[config.mk]
export PLATFORM = sky130hd
export DESIGN_NAME = display_fetch_arbiter_flat
export DESIGN_NICKNAME = d
export VERILOG_FILES = /design/src/rtl/display_fetch_arbiter_pkg.sv /design/src/rtl/display_fetch_arbiter_if.sv /design/src/rtl/display_fetch_arbiter.sv /design/src/flat_wrapper.sv
export SDC_FILE = /design/constraint.sdc
export NUM_CORES = 1
export LEC_CHECK = 0
export ABC_CLOCK_PERIOD_IN_PS = 2100
export CAP_MARGIN = 15
export CORE_MARGIN = 4
export CORE_UTILIZATION = 40
export CTS_BUF_LIST = sky130_fd_sc_hd__clkbuf_8 sky130_fd_sc_hd__clkbuf_16
export DETAILED_ROUTE_END_ITERATION = 16
export PLACE_DENSITY = 0.76
export REMOVE_ABC_BUFFERS = 1
export SETUP_SLACK_MARGIN = 0.15
export SLEW_MARGIN = 25
export SYNTH_ARGS = -nofsm -noshare
export SYNTH_HDL_FRONTEND = slang
export SYNTH_SLANG_ARGS = --single-unit
[constraint.sdc]
create_clock -name clk -period 2.1 [get_ports clk]
set_input_delay 0.21 -clock clk [delete_from_list [all_inputs] [get_ports clk]]
set_output_delay 0.21 -clock clk [all_outputs]
set_load 0.02 [all_outputs]
[src/rtl/display_fetch_arbiter_pkg.sv]
// Shared types for the display fetch arbiter: FSM states and the read-return tag.
package display_fetch_arbiter_pkg;

    localparam int IDX_W = 8;

    typedef enum logic [1:0] {
        IDLE  = 2'd0,
        FETCH = 2'd1,
        DRAIN = 2'd2
    } fetch_state_t;

    // Travels alongside every SRAM issue so the return cycle knows where the
    // data goes: the CPU port, or a word slot in one line-buffer bank.
    typedef struct packed {
        logic             valid;
        logic             is_cpu;
        logic             bank;
        logic [IDX_W-1:0] idx;
    } rd_tag_t;

endpackage

[src/rtl/display_fetch_arbiter_if.sv]
// Bundles the timing, CPU, SRAM and line-buffer signals of the arbiter.
// The arbiter uses the master modport; its environment uses slave.
interface display_fetch_arbiter_if #(
    parameter int ADDR_W = 16,
    parameter int DATA_W = 16
);
    logic              start_frame;
    logic              start_line;
    logic              cpu_req;
    logic              cpu_we;
    logic [ADDR_W-1:0] cpu_addr;
    logic [DATA_W-1:0] cpu_wdata;
    logic              cpu_ack;
    logic [DATA_W-1:0] cpu_rdata;
    logic              mem_en;
    logic              mem_we;
    logic [ADDR_W-1:0] mem_addr;
    logic [DATA_W-1:0] mem_wdata;
    logic [DATA_W-1:0] mem_rdata;
    logic              lb_we;
    logic              lb_bank;
    logic [7:0]        lb_waddr;
    logic [DATA_W-1:0] lb_wdata;
    logic              underrun;
    logic              underrun_clr;

    modport master (
        input  start_frame, start_line, cpu_req, cpu_we, cpu_addr, cpu_wdata,
               mem_rdata, underrun_clr,
        output cpu_ack, cpu_rdata, mem_en, mem_we, mem_addr, mem_wdata,
               lb_we, lb_bank, lb_waddr, lb_wdata, underrun
    );

    modport slave (
        output start_frame, start_line, cpu_req, cpu_we, cpu_addr, cpu_wdata,
               mem_rdata, underrun_clr,
        input  cpu_ack, cpu_rdata, mem_en, mem_we, mem_addr, mem_wdata,
               lb_we, lb_bank, lb_waddr, lb_wdata, underrun
    );

endinterface

[src/rtl/display_fetch_arbiter.sv]
// Arbitrates one synchronous framebuffer SRAM between scanline prefetch into a
// ping-pong line buffer and a CPU port. Fetch owns the SRAM while a line is
// loading, except for one yield cycle every CPU_SLOT fetch issues.
module display_fetch_arbiter
    import display_fetch_arbiter_pkg::*;
#(
    parameter int ADDR_W      = 16,
    parameter int DATA_W      = 16,
    parameter int LINE_WORDS  = 40,
    parameter int LINE_STRIDE = 40,
    parameter int FB_BASE     = 0,
    parameter int CPU_SLOT    = 8
) (
    input  logic                    clk,
    input  logic                    rst_n,
    display_fetch_arbiter_if.master bus
);

    localparam logic [ADDR_W-1:0] BASE     = ADDR_W'(FB_BASE);
    localparam logic [ADDR_W-1:0] STRIDE   = ADDR_W'(LINE_STRIDE);
    localparam logic [IDX_W-1:0]  LAST_IDX = IDX_W'(LINE_WORDS - 1);
    localparam logic [IDX_W-1:0]  SLOT_N   = IDX_W'(CPU_SLOT);

    fetch_state_t      state_q, state_d;
    logic              bank_q, bank_d;
    logic [ADDR_W-1:0] line_addr_q, line_addr_d;
    logic [IDX_W-1:0]  idx_q, idx_d;
    logic [IDX_W-1:0]  slot_q, slot_d;
    rd_tag_t           tag_q, tag_d;
    logic              cpu_wr_q, cpu_wr_d;
    logic [DATA_W-1:0] cpu_rdata_q, cpu_rdata_d;
    logic              underrun_q, underrun_d;

    logic trig, cpu_ok, issue_cpu, issue_fetch, ret_cpu, ret_fetch;

    // Next-state, issue selection and read-return steering.
    always_comb begin
        state_d     = state_q;
        bank_d      = bank_q;
        line_addr_d = line_addr_q;
        idx_d       = idx_q;
        slot_d      = slot_q;
        underrun_d  = underrun_q;
        issue_cpu   = 1'b0;
        issue_fetch = 1'b0;

        trig = bus.start_frame | bus.start_line;
        // The cycle after a CPU issue the request is still held but already
        // served; blocking it here prevents a second issue. Gating with rst_n
        // keeps the SRAM strobe quiet while reset is asserted.
        cpu_ok = rst_n & bus.cpu_req & ~(tag_q.valid & tag_q.is_cpu);

        case (state_q)
            IDLE: issue_cpu = cpu_ok;
            FETCH: begin
                if (SLOT_N != '0 && slot_q == SLOT_N && cpu_ok) begin
                    issue_cpu = 1'b1;
                    slot_d    = '0;
                end else begin
                    issue_fetch = 1'b1;
                    idx_d       = idx_q + 1'b1;
                    // Saturate so a request arriving late still gets the next cycle.
                    if (slot_q != SLOT_N) slot_d = slot_q + 1'b1;
                    if (idx_q == LAST_IDX) state_d = DRAIN;
                end
            end
            DRAIN: begin
                state_d     = IDLE;
                line_addr_d = line_addr_q + STRIDE;
            end
            default: state_d = IDLE;
        endcase

        // A trigger always starts a fresh line next cycle. An aborted line is
        // consumed, so the restart fetches the line after it.
        if (trig) begin
            bank_d  = ~bank_q;
            state_d = FETCH;
            idx_d   = '0;
            slot_d  = '0;
            if (bus.start_frame)     line_addr_d = BASE;
            else if (state_q != IDLE) line_addr_d = line_addr_q + STRIDE;
            else                     line_addr_d = line_addr_q;
        end

        if (trig && state_q != IDLE) underrun_d = 1'b1;
        else if (bus.underrun_clr)   underrun_d = 1'b0;

        // The tag records the bank at issue, so returns from an aborted line
        // still land in the bank they were fetched for.
        tag_d.valid  = issue_cpu | issue_fetch;
        tag_d.is_cpu = issue_cpu;
        tag_d.bank   = bank_q;
        tag_d.idx    = idx_q;
        cpu_wr_d     = issue_cpu & bus.cpu_we;

        ret_cpu     = tag_q.valid & tag_q.is_cpu;
        ret_fetch   = tag_q.valid & ~tag_q.is_cpu;
        cpu_rdata_d = (ret_cpu & ~cpu_wr_q) ? bus.mem_rdata : cpu_rdata_q;
    end

    assign bus.mem_en    = issue_cpu | issue_fetch;
    assign bus.mem_we    = issue_cpu & bus.cpu_we;
    assign bus.mem_addr  = issue_cpu   ? bus.cpu_addr :
                           issue_fetch ? line_addr_q + ADDR_W'(idx_q) : '0;
    assign bus.mem_wdata = (issue_cpu & bus.cpu_we) ? bus.cpu_wdata : '0;
    assign bus.lb_we     = ret_fetch;
    assign bus.lb_bank   = ret_fetch ? tag_q.bank : bank_q;
    assign bus.lb_waddr  = ret_fetch ? tag_q.idx : '0;
    assign bus.lb_wdata  = ret_fetch ? bus.mem_rdata : '0;
    assign bus.cpu_ack   = ret_cpu;
    assign bus.cpu_rdata = cpu_rdata_d;
    assign bus.underrun  = underrun_q;

    // State registers; reset drops any in-flight return.
    always_ff @(posedge clk or negedge rst_n) begin
        if (!rst_n) begin
            state_q     <= IDLE;
            bank_q      <= 1'b0;
            line_addr_q <= BASE;
            idx_q       <= '0;
            slot_q      <= '0;
            tag_q       <= '0;
            cpu_wr_q    <= 1'b0;
            cpu_rdata_q <= '0;
            underrun_q  <= 1'b0;
        end else begin
            state_q     <= state_d;
            bank_q      <= bank_d;
            line_addr_q <= line_addr_d;
            idx_q       <= idx_d;
            slot_q      <= slot_d;
            tag_q       <= tag_d;
            cpu_wr_q    <= cpu_wr_d;
            cpu_rdata_q <= cpu_rdata_d;
            underrun_q  <= underrun_d;
        end
    end

endmodule

[src/flat_wrapper.sv]
// flat-port wrapper written by rule: the top's interface ports become plain ports
module display_fetch_arbiter_flat import display_fetch_arbiter_pkg::*;
#(
    parameter int ADDR_W      = 16,
    parameter int DATA_W      = 16,
    parameter int LINE_WORDS  = 40,
    parameter int LINE_STRIDE = 40,
    parameter int FB_BASE     = 0,
    parameter int CPU_SLOT    = 8
)
  (clk, rst_n, bus_start_frame, bus_start_line, bus_cpu_req, bus_cpu_we, bus_cpu_addr, bus_cpu_wdata, bus_mem_rdata, bus_underrun_clr, bus_cpu_ack, bus_cpu_rdata, bus_mem_en, bus_mem_we, bus_mem_addr, bus_mem_wdata, bus_lb_we, bus_lb_bank, bus_lb_waddr, bus_lb_wdata, bus_underrun);
  display_fetch_arbiter_if #(.ADDR_W(ADDR_W), .DATA_W(DATA_W)) bus_i ();
  input  logic clk;
  input  logic rst_n;
  input wire logic [$bits(bus_i.start_frame)-1:0] bus_start_frame;
  input wire logic [$bits(bus_i.start_line)-1:0] bus_start_line;
  input wire logic [$bits(bus_i.cpu_req)-1:0] bus_cpu_req;
  input wire logic [$bits(bus_i.cpu_we)-1:0] bus_cpu_we;
  input wire logic [$bits(bus_i.cpu_addr)-1:0] bus_cpu_addr;
  input wire logic [$bits(bus_i.cpu_wdata)-1:0] bus_cpu_wdata;
  input wire logic [$bits(bus_i.mem_rdata)-1:0] bus_mem_rdata;
  input wire logic [$bits(bus_i.underrun_clr)-1:0] bus_underrun_clr;
  output wire logic [$bits(bus_i.cpu_ack)-1:0] bus_cpu_ack;
  output wire logic [$bits(bus_i.cpu_rdata)-1:0] bus_cpu_rdata;
  output wire logic [$bits(bus_i.mem_en)-1:0] bus_mem_en;
  output wire logic [$bits(bus_i.mem_we)-1:0] bus_mem_we;
  output wire logic [$bits(bus_i.mem_addr)-1:0] bus_mem_addr;
  output wire logic [$bits(bus_i.mem_wdata)-1:0] bus_mem_wdata;
  output wire logic [$bits(bus_i.lb_we)-1:0] bus_lb_we;
  output wire logic [$bits(bus_i.lb_bank)-1:0] bus_lb_bank;
  output wire logic [$bits(bus_i.lb_waddr)-1:0] bus_lb_waddr;
  output wire logic [$bits(bus_i.lb_wdata)-1:0] bus_lb_wdata;
  output wire logic [$bits(bus_i.underrun)-1:0] bus_underrun;
  assign bus_i.start_frame = bus_start_frame;
  assign bus_i.start_line = bus_start_line;
  assign bus_i.cpu_req = bus_cpu_req;
  assign bus_i.cpu_we = bus_cpu_we;
  assign bus_i.cpu_addr = bus_cpu_addr;
  assign bus_i.cpu_wdata = bus_cpu_wdata;
  assign bus_i.mem_rdata = bus_mem_rdata;
  assign bus_i.underrun_clr = bus_underrun_clr;
  assign bus_cpu_ack = bus_i.cpu_ack;
  assign bus_cpu_rdata = bus_i.cpu_rdata;
  assign bus_mem_en = bus_i.mem_en;
  assign bus_mem_we = bus_i.mem_we;
  assign bus_mem_addr = bus_i.mem_addr;
  assign bus_mem_wdata = bus_i.mem_wdata;
  assign bus_lb_we = bus_i.lb_we;
  assign bus_lb_bank = bus_i.lb_bank;
  assign bus_lb_waddr = bus_i.lb_waddr;
  assign bus_lb_wdata = bus_i.lb_wdata;
  assign bus_underrun = bus_i.underrun;
  display_fetch_arbiter #(.ADDR_W(ADDR_W), .DATA_W(DATA_W), .LINE_WORDS(LINE_WORDS), .LINE_STRIDE(LINE_STRIDE), .FB_BASE(FB_BASE), .CPU_SLOT(CPU_SLOT)) u_core (.clk(clk), .rst_n(rst_n), .bus(bus_i));
endmodule
Word level (Yosys, flattened, before mapping)
Cells that the tools add are included.
{"block": "classes", "add_sub_neg": 4, "n_eq_ne": 10, "muxes": 28, "bitwise_logic": 12, "n_reduce_logical": 12}
{"cell": "16-bit 2-to-1 mux", "count": 9}
{"cell": "8-bit 2-to-1 mux", "count": 8}
{"cell": "16-bit by 6-bit adder with 16-bit output, second input constant", "count": 1}
{"cell": "16-bit by 8-bit adder with 16-bit output", "count": 1}
{"cell": "8-bit by 1-bit adder with 8-bit output, second input constant", "count": 2}
{"cell": "8-bit by 4-bit == test with 1-bit output, second input constant", "count": 1}
{"cell": "8-bit by 6-bit == test with 1-bit output, second input constant", "count": 1}
{"cell": "8-bit by 4-bit inequality test with 1-bit output, second input constant", "count": 1}
{"cell": "2-bit nonzero test", "count": 4}
{"cell": "1-bit AND", "count": 6}
{"cell": "1-bit 2-to-1 mux", "count": 6}
{"cell": "2-bit 2-to-1 mux", "count": 3}
{"cell": "2-bit AND reduction", "count": 3}
{"cell": "2-bit by 1-bit inequality test with 1-bit output, second input constant", "count": 2}
{"cell": "1-bit inverter", "count": 4}
{"cell": "2-bit one-hot mux with 2 select lines", "count": 1}
{"cell": "3-bit by 1-bit inequality test with 1-bit output, second input constant", "count": 1}
{"cell": "3-bit by 2-bit inequality test with 1-bit output, second input constant", "count": 1}
{"cell": "3-bit inequality test, second input constant", "count": 1}
{"cell": "3-bit AND reduction", "count": 1}
{"cell": "3-bit nonzero test", "count": 1}
{"cell": "2-bit by 1-bit == test with 1-bit output, second input constant", "count": 1}
{"cell": "2-bit == test, second input constant", "count": 1}
{"cell": "1-bit logical AND", "count": 2}
{"cell": "other kinds (3)", "count": 4}
{"block": "word_totals", "register_bits": 64, "input_bits": 55, "output_inout_bits": 78}

Logic depth before layout (Yosys ltp)
Gate-level depths: netlist (run 1).
{"block": "logic_depth", "ltp_word": 8, "mapped_depth": 9, "mapped_depth_nobuf": 6}

Least setup slack after synthesis (run 1)
No wires, ideal clock.
{"block": "synth_timing", "path_kind": "flip-flop to output port", "start": "register u_core.slot_q[0]", "end": "output bus_mem_wdata[10]", "arrival_ns": 2.069, "setup_slack_ns": -0.179, "stages_incl_launch_ff": 10, "path_buffers": 3, "cell_sequence": "dfrtp_1 inv_1 ha_1 or4b_1 buf_6 o21ai_4 and3_1 buf_4 buf_6 and2_1"}
{"block": "synth_between", "elab_chain_len": 6}
{"item": "from (decl)", "line": "display_fetch_arbiter.sv:28", "text": "logic [IDX_W-1:0] slot_q, slot_d;"}
{"item": "from (signal assigned)", "line": "display_fetch_arbiter.sv:132", "text": "slot_q <= slot_d;"}
{"item": "8-bit by 4-bit == test with 1-bit output", "line": "display_fetch_arbiter.sv:56", "text": "if (SLOT_N != '0 && slot_q == SLOT_N && cpu_ok) begin"}
{"item": "1-bit logical AND", "line": "display_fetch_arbiter.sv:56"}
{"item": "1-bit 2-to-1 mux", "line": "display_fetch_arbiter.sv:56"}
{"item": "1-bit one-hot mux with 2 select lines", "line": "display_fetch_arbiter.sv:53", "text": "case (state_q)"}
{"item": "1-bit AND"}
{"item": "via bus_mem_we", "line": "flat_wrapper.sv:26", "text": "output wire logic [$bits(bus_i.mem_we)-1:0] bus_mem_we;"}
{"item": "16-bit 2-to-1 mux", "line": "display_fetch_arbiter.sv:106", "text": "assign bus.mem_wdata = (issue_cpu & bus.cpu_we) ? bus.cpu_wdata : '0;"}
{"item": "to (decl)", "line": "flat_wrapper.sv:28", "text": "output wire logic [$bits(bus_i.mem_wdata)-1:0] bus_mem_wdata;"}
The timed path passes the listed nets, and every way through them passes these cells.

Worst setup path after layout (run 1)
{"block": "layout_timing", "start": "register u_core.slot_q[1]", "end": "output bus_mem_wdata[4]"}
{"block": "layout_between", "elab_chain_len": 6}
{"item": "8-bit by 4-bit == test with 1-bit output", "line": "display_fetch_arbiter.sv:56"}
{"item": "1-bit logical AND", "line": "display_fetch_arbiter.sv:56"}
{"item": "1-bit 2-to-1 mux", "line": "display_fetch_arbiter.sv:56"}
{"item": "1-bit one-hot mux with 2 select lines", "line": "display_fetch_arbiter.sv:53"}
{"item": "1-bit AND", "line": "display_fetch_arbiter.sv:106"}
{"item": "16-bit 2-to-1 mux", "line": "display_fetch_arbiter.sv:106"}
No other way between the ends.

==> results.yml, run 1 <==
floorplanning:
  row_count: 34
  die_w_um: 102
  start_util: 0.409
  core_um2: 8640
  fp.dieH_um: 102
  pin_count: 133
  die_area_um2: 10400
clock_network:
  numCtsBuffers: 9
  max-clock-path-buffers: 2
  path_clk_slew_ns: 0.07
  cts_tree: "done"
  cts_num_sinks: 61
  cts_root_buf: "clkbuf_8"
  insertion_delay_ns: 0.33
  h-tree-depth: 3
routing:
  via_per_inst: 5.22
  first_pass_iters: 4
  wl_per_cell_um: 16.9
  drt-total-wl_mm: 11.9
  first_iter_violations: 236
  drc: 0
  ant_nets: 0
  vias: 3662
placement:
  dpl.hpwl_mm: 8.18
  placed_cells: 654
  globalplace.congestion: 0.882
  portBuffers: 132
setup_path:
  reg2reg_from: "u_core.slot_q[1]$_DFFE_PN0P_"
  critPathKind: "flop to output pin"
  crit_slowest_cell: "or4b_4"
  crit_chain: "inv_1 > ha_1 > or4b_4 > o21ai_4 > and3_4 > clkbuf_16 > and2_1 > buf_6"
  reg2regPathDepth: 10
  cp-end-kind: "output pin"
  worst_path_largest_cell_delay_ns: 0.50
  timing.rr.end: "u_core.idx_q[1]$_DFFE_PN0P_"
  critPathLaunchType: "flop"
  cp.arrival_ns: 2.27
  critPathRequiredTime_ns: 1.89
  cp_max_fo: 9
  r2r_setup_slack_ns: -0.08
logic_synthesis:
  synth_top_area_frac: 0.432
  yosysTopAreaCell: "dfrtp_1"
  postSynthAreaPerCell_um2: 9.67
  ys_top_cells_by_area: "dfrtp_1 (43%), and2_1 (7.4%), mux2_2 (5.7%)"
  synth_cell_type_count: 49
  ys_ff_latch: 61
  synthesis.instances: 365
  yosys_warnings: 0
  synth_edf_count: 0
  ys_seq_area_frac: 0.432
  synth_most_common_cell: "dfrtp_1"
  synthArstFlopShare: 1.00
  syn-cell-area_um2: 3530
  synthFlopType: "dfrtp_1"
  synth_top_cells_by_count: "dfrtp_1 (61), and2_1 (42), nand3_1 (24), nor2_1 (24), a21oi_1 (23)"
hold_path:
  min_path_type: "flop to flop"
  whs_path_depth: 0
  worstHoldStart: "u_core.bank_q$_DFFE_PN0N_"
  min_to: "u_core.tag_q[8]$_DFF_PN0_"
layout:
  n_fill_cell: 601
  final_nets: 652
  final-seq-area_um2: 1530
  layout.cells.non_filler: 701
  multi_input_area_um2: 2140
  diodes: 0
  layout-drive-gt1-share: 0.388
  layout-area-overhead-vs-synth_pct: 77.4
global_route:
  grt_remaining_overflow: 0
  grt_max_degree: 39
  grt_first_pass_wirelength_mm: 18.2
  grt_usage: 0.219
  antenna_found_initial: 0
  grt_pass1_vias: 3678
power_and_ir_drop:
  seq_power_share: 0.429
  p_total_uw: 2940
  p_int_uw: 2180
  clockPowerShare: 0.378
  peakVddDrop_v: 0.000299
  p_sw_frac: 0.257
  power_density_nw_per_um2: 469
  p_sw_uw: 755
  power_frac_comb: 0.193
  cellLeakagePower_uw: 0.00298
timing:
  timing.final.crit_period_ns: 2.48
  fmax_mhz: 403
  worstMarginPinSlew_ns: 0.500
  setup_slack_ns: -0.380
  hold_viol_final: 0
  max_slew_margin: 0.666
  skew_ns: 0.00568
  rsz0062_at_grt: "yes"
  slew_violations: 0
  setup_violations: 36
  min_period_over_period: 1.18
run_status:
  status: "finished, violations left"
  failed_checks: "setup timing"
flow_run:
  cap_violations: 0
area by class of cell:
type	count	area share
clock inverter	4	0.00739
multi-input combinational	276	0.341
clock buffer	12	0.0264
timing repair buffer	234	0.356
tap	108	0.0216
inverter	6	0.00400
sequential	61	0.244
worst max-delay path, delay by kind of cell, from the launching register on:
| kind | cells | cell delay [ns] |
|---|---|---|
| and+or+nand+nor | 3 | 0.87 |
| adders and majority gates | 1 | 0.16 |
| DFF | 1 | 0.39 |
| AOI/OAI and AO/OA | 1 | 0.19 |
| buffers and inverters | 3 | 0.33 |
layout by cell type, fill, tap and decap left out, drive strengths merged, types with 2 or more instances in the layout:
| cell | instances |
|---|---|
| buf | 151 |
| dfrtp | 61 |
| clkdlybuf4s50 | 54 |
| and2 | 42 |
| dlygate4sd2 | 25 |
| nor2 | 24 |
| nand3 | 24 |
| a21oi | 23 |
| nand2 | 18 |
| mux2 | 18 |
| o21ai | 16 |
| or3 | 14 |
| clkbuf | 14 |
| ha | 9 |
| a22o | 8 |
| o2111ai | 8 |
| nand4b | 7 |
| inv | 7 |
| nand4 | 6 |
| xnor2 | 6 |
| xor2 | 5 |
| nand2b | 5 |
| nor3 | 4 |
| a211oi | 4 |
| or2 | 3 |
| o211ai | 3 |
| or3b | 2 |
| a211o | 2 |
| a21o | 2 |
| o31ai | 2 |
| or4 | 2 |
| mux2i | 2 |
| nor2b | 2 |
| nor4 | 2 |
layer usage:
layer | global-route usage | routed length [um] | vias up
met4 | 0.0605 | 98 | 0
met5 | 0 | 0 | -
li1 | - | - | 1769
met1 | 0.280 | 4950 | 1765
met2 | 0.384 | 6120 | 118
met3 | 0.0362 | 689 | 10
how the worst max path moves through the flow:
| stage | startpoint | end | slack [ns] |
|---|---|---|---|
| 6_report | u_core.slot_q[1]$_DFFE_PN0P_ | bus_mem_wdata[4] | -0.38 |
| 5_1_grt | u_core.slot_q[0]$_DFFE_PN0P_ | bus_mem_wdata[1] | -0.45 |
| 4_1_cts | u_core.slot_q[0]$_DFFE_PN0P_ | bus_mem_addr[9] | -0.37 |
| 3_5_place_dp | u_core.slot_q[0]$_DFFE_PN0P_ | bus_mem_wdata[8] | -0.54 |
| 3_3_place_gp | u_core.slot_q[0]$_DFFE_PN0P_ | bus_mem_wdata[3] | -0.44 |
| 2_1_floorplan | u_core.slot_q[0]$_DFFE_PN0P_ | bus_mem_wdata[0] | -0.37 |
state kept, by name (all words and copies together), names as in the netlist:
name,count
u_core.cpu_wr_q,1
u_core.line_addr_q,13
u_core.cpu_rdata_q,16
u_core.bank_q,1
u_core.slot_q,8
u_core.tag_q,11
u_core.state_q,2
u_core.idx_q,8
u_core.bus.underrun,1
power groups by stage:
stage	Combinational, uW	Clock, uW	Sequential, uW
after global placement	513	0	1270
after detailed placement	525	0	1280
after global routing	607	1190	1260
after floorplan	205	0	1280
final	567	1110	1260
after CTS	542	1140	1260
cell families after synthesis:
logic type      count (synthesis)  synth area share
compound gates                 75             0.149
xor+xnor                       11            0.0273
fa+ha+maj                       9            0.0319
buf+inv                        28            0.0365
flops                          61             0.432
mux                            20            0.0631
simple gates                  161             0.260
metrics by stage:
step	cell area, um^2	setup WS, ns	utilization	setup TNS (ns)	hold slack (ns)
floorplan	3420	-0.371	-	-8.25	-0.0856
global placement	5460	-0.445	0.632	-14.05	0.268
detailed placement	5460	-0.538	0.632	-16.20	0.268
CTS	5940	-0.369	0.688	-10.60	0.437
global route	6260	-0.452	0.725	-14.16	0.459
finish	6260	-0.380	0.725	-11.33	0.438
what timing repair did:
action                                 in CTS  in global routing
endpoints found under the hold margin      60                  0
resized for setup                         357                 43
hold buffers                                1                  0
cloned                                      1                  2
setup endpoints to repair                  90                 69
pin swaps                                  25                 11
buffers inserted                           12                 15
No activity file was read; power rests on OpenSTA's default activity.
==> run 2, diff against run 1 <==
--- a/config.mk
+++ b/config.mk
@@ -5,13 +5,13 @@
 export SDC_FILE = /design/constraint.sdc
 export NUM_CORES = 1
 export LEC_CHECK = 0
-export ABC_CLOCK_PERIOD_IN_PS = 2100
+export ABC_CLOCK_PERIOD_IN_PS = 3100
 export CAP_MARGIN = 15
 export CORE_MARGIN = 4
-export CORE_UTILIZATION = 40
+export CORE_UTILIZATION = 48
 export CTS_BUF_LIST = sky130_fd_sc_hd__clkbuf_8 sky130_fd_sc_hd__clkbuf_16
 export DETAILED_ROUTE_END_ITERATION = 16
-export PLACE_DENSITY = 0.76
+export PLACE_DENSITY = 0.85
 export REMOVE_ABC_BUFFERS = 1
 export SETUP_SLACK_MARGIN = 0.15
 export SLEW_MARGIN = 25
==> constraint.sdc (replaced) <==
create_clock -name clk -period 3.1 [get_ports clk]
set_input_delay 0.31 -clock clk [delete_from_list [all_inputs] [get_ports clk]]
set_output_delay 0.31 -clock clk [all_outputs]
set_load 0.02 [all_outputs]
==> results.yml, run 2 (synthesized netlist as in run 1, its figures left out) <==
power_and_ir_drop:
  cellLeakagePower_uw: 0.00229
  p_int_uw: 1440
  clockPowerShare: 0.385
  power_density_nw_per_um2: 376
  p_sw_uw: 483
  seq_power_share: 0.446
  p_sw_frac: 0.251
  power_frac_comb: 0.169
  p_total_uw: 1930
  peakVddDrop_v: 0.000249
setup_path:
  cpMostUsedCell: "a211o_1"
  crit_chain: "ha_1 > a211o_1 > a211o_1 > nand3_1 > a32o_1 > dlygate4sd2_1"
  r2r_setup_slack_ns: 0.90
  crit_slowest_cell: "dfrtp_1"
  critPathLaunchType: "flop"
  cp-end-kind: "output pin"
  cp_max_fo: 7
  critPathRequiredTime_ns: 2.79
  cp.arrival_ns: 2.50
  critPathKind: "flop to output pin"
  worst_path_largest_cell_delay_ns: 0.44
  reg2regPathDepth: 7
clock_network:
  numCtsBuffers: 9
  cts_root_buf: "clkbuf_8"
  cts_tree: "done"
  h-tree-depth: 3
  cts_num_sinks: 61
  path_clk_slew_ns: 0.06
  max-clock-path-buffers: 2
  hold_buffers: 0
  insertion_delay_ns: 0.34
timing:
  slew_violations: 0
  setup_slack_ns: 0.295
  fin_tns_setup_ns: 0
  skew_ns: 0.00855
  hold_viol_final: 0
  min_period_over_period: 0.905
  whs_ns: 0.175
  timing.final.crit_period_ns: 2.81
  worstMarginPinSlew_ns: 0.747
  max_slew_margin: 0.502
  fmax_mhz: 356
  rsz0062_at_grt: "no"
  setup_violations: 0
routing:
  wl_per_cell_um: 16.5
  drt-total-wl_mm: 9.93
  via_per_inst: 5.61
  drc: 0
  vias: 3369
  first_iter_violations: 236
  ant_nets: 0
  first_pass_iters: 4
layout:
  final_common_cell: "clkdlybuf4s50_1"
  largestRegisters: "u_core.cpu_rdata_q x16, u_core.line_addr_q x13, u_core.tag_q x11"
  layout-drive-gt1-share: 0.143
  largest_reg_flops: 16
  layout-area-overhead-vs-synth_pct: 45.3
  diodes: 0
  final_util: 0.735
  final_nets: 565
  regMostFlops: "u_core.cpu_rdata_q"
  final_cell_mix: "clkdlybuf4s50_1 (98), dfrtp_1 (61), and2_1 (41), nand3_1 (24), nor2_1 (24)"
global_route:
  grt_first_pass_wirelength_mm: 16.4
  antenna_found_initial: 0
  grt_remaining_overflow: 0
  grt_max_degree: 62
  grt_pass1_vias: 3556
  grt_usage: 0.235
floorplanning:
  pin_count: 133
  fp.dieH_um: 93.8
  die_area_um2: 8790
  row_count: 30
  die_w_um: 93.8
  core_um2: 6980
  start_util: 0.506
placement:
  dp_slack_ns: 0.0941
  globalplace.congestion: 0.913
  portBuffers: 132
  dpl.hpwl_mm: 7.25
flow_run:
  cap_violations: 0
run_status:
  status: "complete, no violations"
hold_path:
  min_path_type: "input port to async pin"
## run 2: stage by stage
step | instances | instance area [um^2]
global route | 601 | 5130
CTS | 601 | 5150
floorplan | 343 | 3420
detailed placement | 583 | 4950
finish | 601 | 5130
global placement | 583 | 4950
## run 2: layout make-up
cell class              count  area (um^2)
multi-input cells         276         1890
fillers                   540         1850
flip-flops and latches     61         1530
repair buffers            147         1360
clock buffers              12          165
well taps                  96          120
clock inverters             3         43.8
inverters                   6         22.5
## run 2: repair_timing
| item | CTS | global route |
|---|---|---|
| pin swaps | 2 | 0 |
| resized for setup | 36 | 22 |
| setup buffers | 3 | 0 |
| setup endpoints to repair | 33 | 31 |
## run 2: metal layers
layer  vias up  track usage  wire length [um]
li1       1592            -                 -
met1      1622        0.278              3940
met2       139        0.402              5040
met3        16       0.0753               805
met4         0       0.0794               142
met5         -            0                 0
## run 2: worst max-delay path, delay by kind of cell, from the launching register on
kind / cells / cell delay (ns)
compound gates: 3 / 0.88
flops: 1 / 0.44
fa+ha+maj: 1 / 0.36
buf+inv: 1 / 0.33
simple gates: 1 / 0.15
## run 2: power by group through the flow
stage	Clock [uW]	Sequential, uW	Combinational (uW)
2_1_floorplan	0	865	139
3_3_place_gp	0	867	321
3_5_place_dp	0	872	327
4_1_cts	755	859	328
5_1_grt	800	863	350
6_report	742	859	325
## run 2: worst paths after layout
| kind | startpoint | endpoint |
|---|---|---|
| setup reg to reg | u_core.slot_q[0]$_DFFE_PN0P_ | u_core.idx_q[4]$_DFFE_PN0P_ |
| min in group clk | u_core.bank_q$_DFFE_PN0N_ | u_core.tag_q[8]$_DFF_PN0_ |
| max in group asynchronous | rst_n | u_core.cpu_rdata_q[11]$_DFF_PN0_ |
| hold / removal | rst_n | u_core.line_addr_q[10]$_DFFE_PN0P_ |
| hold reg to reg | u_core.bank_q$_DFFE_PN0N_ | u_core.tag_q[8]$_DFF_PN0_ |
| setup / recovery | u_core.idx_q[4]$_DFFE_PN0P_ | bus_mem_addr[8] |
==> run 3, diff against run 2 <==
--- a/config.mk
+++ b/config.mk
@@ -7,10 +7,11 @@
 export LEC_CHECK = 0
 export ABC_CLOCK_PERIOD_IN_PS = 3100
 export CAP_MARGIN = 15
-export CORE_MARGIN = 4
+export CORE_MARGIN = 1
 export CORE_UTILIZATION = 48
-export CTS_BUF_LIST = sky130_fd_sc_hd__clkbuf_8 sky130_fd_sc_hd__clkbuf_16
+export CTS_BUF_LIST = sky130_fd_sc_hd__clkbuf_16
 export DETAILED_ROUTE_END_ITERATION = 16
+export GPL_ROUTABILITY_DRIVEN = 1
 export PLACE_DENSITY = 0.85
 export REMOVE_ABC_BUFFERS = 1
 export SETUP_SLACK_MARGIN = 0.15
==> results.yml, run 3 (synthesized netlist as in run 1, its figures left out) <==
layout:
  regMostFlops: "u_core.cpu_rdata_q"
  layout-drive-gt1-share: 0.122
  final_cell_mix: "clkdlybuf4s50_1 (98), dfrtp_1 (61), and2_1 (41), dlygate4sd2_1 (30)"
  n_fill_cell: 491
  final_common_cell: "clkdlybuf4s50_1"
  largestRegisters: "u_core.cpu_rdata_q x16, u_core.line_addr_q x13, u_core.tag_q x11"
  final_util: 0.754
  final_area_um2: 5230
  largest_reg_flops: 16
  final_nets: 567
  layout-area-overhead-vs-synth_pct: 48.3
  diodes: 0
  layout.cells.non_filler: 604
global_route:
  grtUsageMet1: 0.350
  antenna_found_initial: 0
  grt_pass1_vias: 3346
  grtUsageMet2: 0.445
  grt_usage: 0.271
  grt_max_degree: 54
  grtUsageMet3: 0.0631
  top_usage_layer: "met2"
  grt_remaining_overflow: 0
  grt_first_pass_wirelength_mm: 16.0
floorplanning:
  pin_count: 133
  die_area_um2: 7700
  start_util: 0.508
  core_um2: 6940
  row_count: 30
  fp.dieH_um: 87.8
  die_w_um: 87.8
setup_path:
  crit_slowest_cell: "or4b_4"
  critPathRequiredTime_ns: 2.79
  reg2regPathDepth: 7
  cp-end-kind: "output pin"
  worst_path_largest_cell_delay_ns: 0.49
  crit_buf_inv: 3
  timing.rr.end: "u_core.slot_q[7]$_DFFE_PN0P_"
  critPathLaunchType: "flop"
  crit_chain: "inv_1 > ha_1 > or4b_4 > buf_4 > nor4_4 > or3_1 > o211ai_1 > clkdlybuf4s15_1"
  cp.arrival_ns: 2.53
  reg2reg_from: "u_core.slot_q[0]$_DFFE_PN0P_"
  critPathKind: "flop to output pin"
  critical-path-top-delay-family: "simple AND/OR/NAND/NOR gates"
  r2r_setup_slack_ns: 0.85
  cp_max_fo: 6
routing:
  first_pass_iters: 5
  first_iter_violations: 270
  ant_nets: 0
  drt-total-wl_mm: 10.2
  drc: 0
  vias: 3463
  via_per_inst: 5.73
  wl_per_cell_um: 16.9
clock_network:
  max-clock-path-buffers: 2
  numCtsBuffers: 9
  cts_tree: "done"
  insertion_delay_ns: 0.33
  h-tree-depth: 3
  cts_root_buf: "clkbuf_16"
  cts_num_sinks: 61
  path_clk_slew_ns: 0.06
power_and_ir_drop:
  peakVddDrop_v: 0.000330
  power_density_nw_per_um2: 396
  cellLeakagePower_uw: 0.00235
timing:
  setup_violations: 0
  skew_ns: 0.00831
  hold_viol_final: 0
  min_period_over_period: 0.915
  worstMarginPinSlew_ns: 0.681
  max_slew_margin: 0.546
  fmax_mhz: 353
  slew_violations: 0
  rsz0062_at_grt: "no"
  timing.final.crit_period_ns: 2.84
  fin_tns_setup_ns: 0
flow_run:
  cap_violations: 0
run_status:
  status: "complete, no violations"
placement:
  placed_cells: 585
  place_area_um2: 4960
  dpl.hpwl_mm: 7.02
  globalplace.congestion: 0.916
  portBuffers: 132
hold_path:
  min_path_type: "input port to async pin"
run 3: cell count changes in the layout (fill, tap and decap cells not counted), sizes merged:
| cell | previous run | this run |
|---|---|---|
| dlygate4sd2 | 23 | 30 |
| clkbuf | 21 | 9 |
| clkinv | 2 | 5 |
| dlygate4sd3 | 0 | 1 |
| clkdlybuf4s15 | 0 | 2 |
| buf | 16 | 17 |
| clkinvlp | 0 | 2 |
| bufinv | 1 | 0 |
run 3: worst max-delay path by stage:
stage | start | end | slack, ns | cells after the start
floorplan | u_core.slot_q[0]$_DFFE_PN0P_ | bus_mem_wdata[0] | 0.53 | 6
global placement | bus_cpu_req | bus_mem_wdata[9] | 0.16 | 6
detailed placement | bus_cpu_req | bus_mem_wdata[3] | 0.11 | 6
CTS | u_core.slot_q[0]$_DFFE_PN0P_ | bus_mem_we | 0.18 | 6
global route | u_core.idx_q[4]$_DFFE_PN0P_ | bus_mem_addr[10] | 0.16 | 7
finish | u_core.slot_q[0]$_DFFE_PN0P_ | bus_mem_addr[9] | 0.26 | 8
run 3: report_power, final:
group / switching, uW / internal [uW] / total (uW) / leakage [uW]
logic: 148 / 178 / 326 / 0.00143
clock network: 358 / 534 / 892 / 0.000129
registers: 21.9 / 835 / 857 / 0.000790
run 3: stage by stage:
stage | setup slack (ns) | power [uW] | hold slack [ns]
3_5_place_dp | 0.114 | 1200 | 0.189
2_1_floorplan | 0.529 | 1000 | 0.0144
4_1_cts | 0.179 | 2080 | 0.201
6_report | 0.264 | 2070 | 0.184
5_1_grt | 0.158 | 2150 | 0.238
3_3_place_gp | 0.158 | 1190 | 0.185
run 3: metal layers:
layer  up-vias  part of all wire
li1       1599                 -
met1      1639              0.40
met2       203              0.50
met3        22             0.084
met4         0             0.015
met5         -                 0
run 3: area by class of cell:
class                           instances  area [um^2]  area share
Multi-Input combinational cell        276         1890       0.360
Sequential cell                        61         1530       0.292
Timing Repair Buffer                  149         1410       0.270
Clock buffer                            9          225      0.0430
Tap cell                               96          120      0.0229
Clock inverter                          7         42.5     0.00813
Inverter                                6         22.5     0.00430
run 3: timing repair:
action,in CTS,in global routing
hold endpoints to repair,8,0
setup buffers,2,0
setup endpoints to repair,33,3
pin swaps,1,0
hold buffers,1,0
resized for setup,36,4
gates cloned,0,0
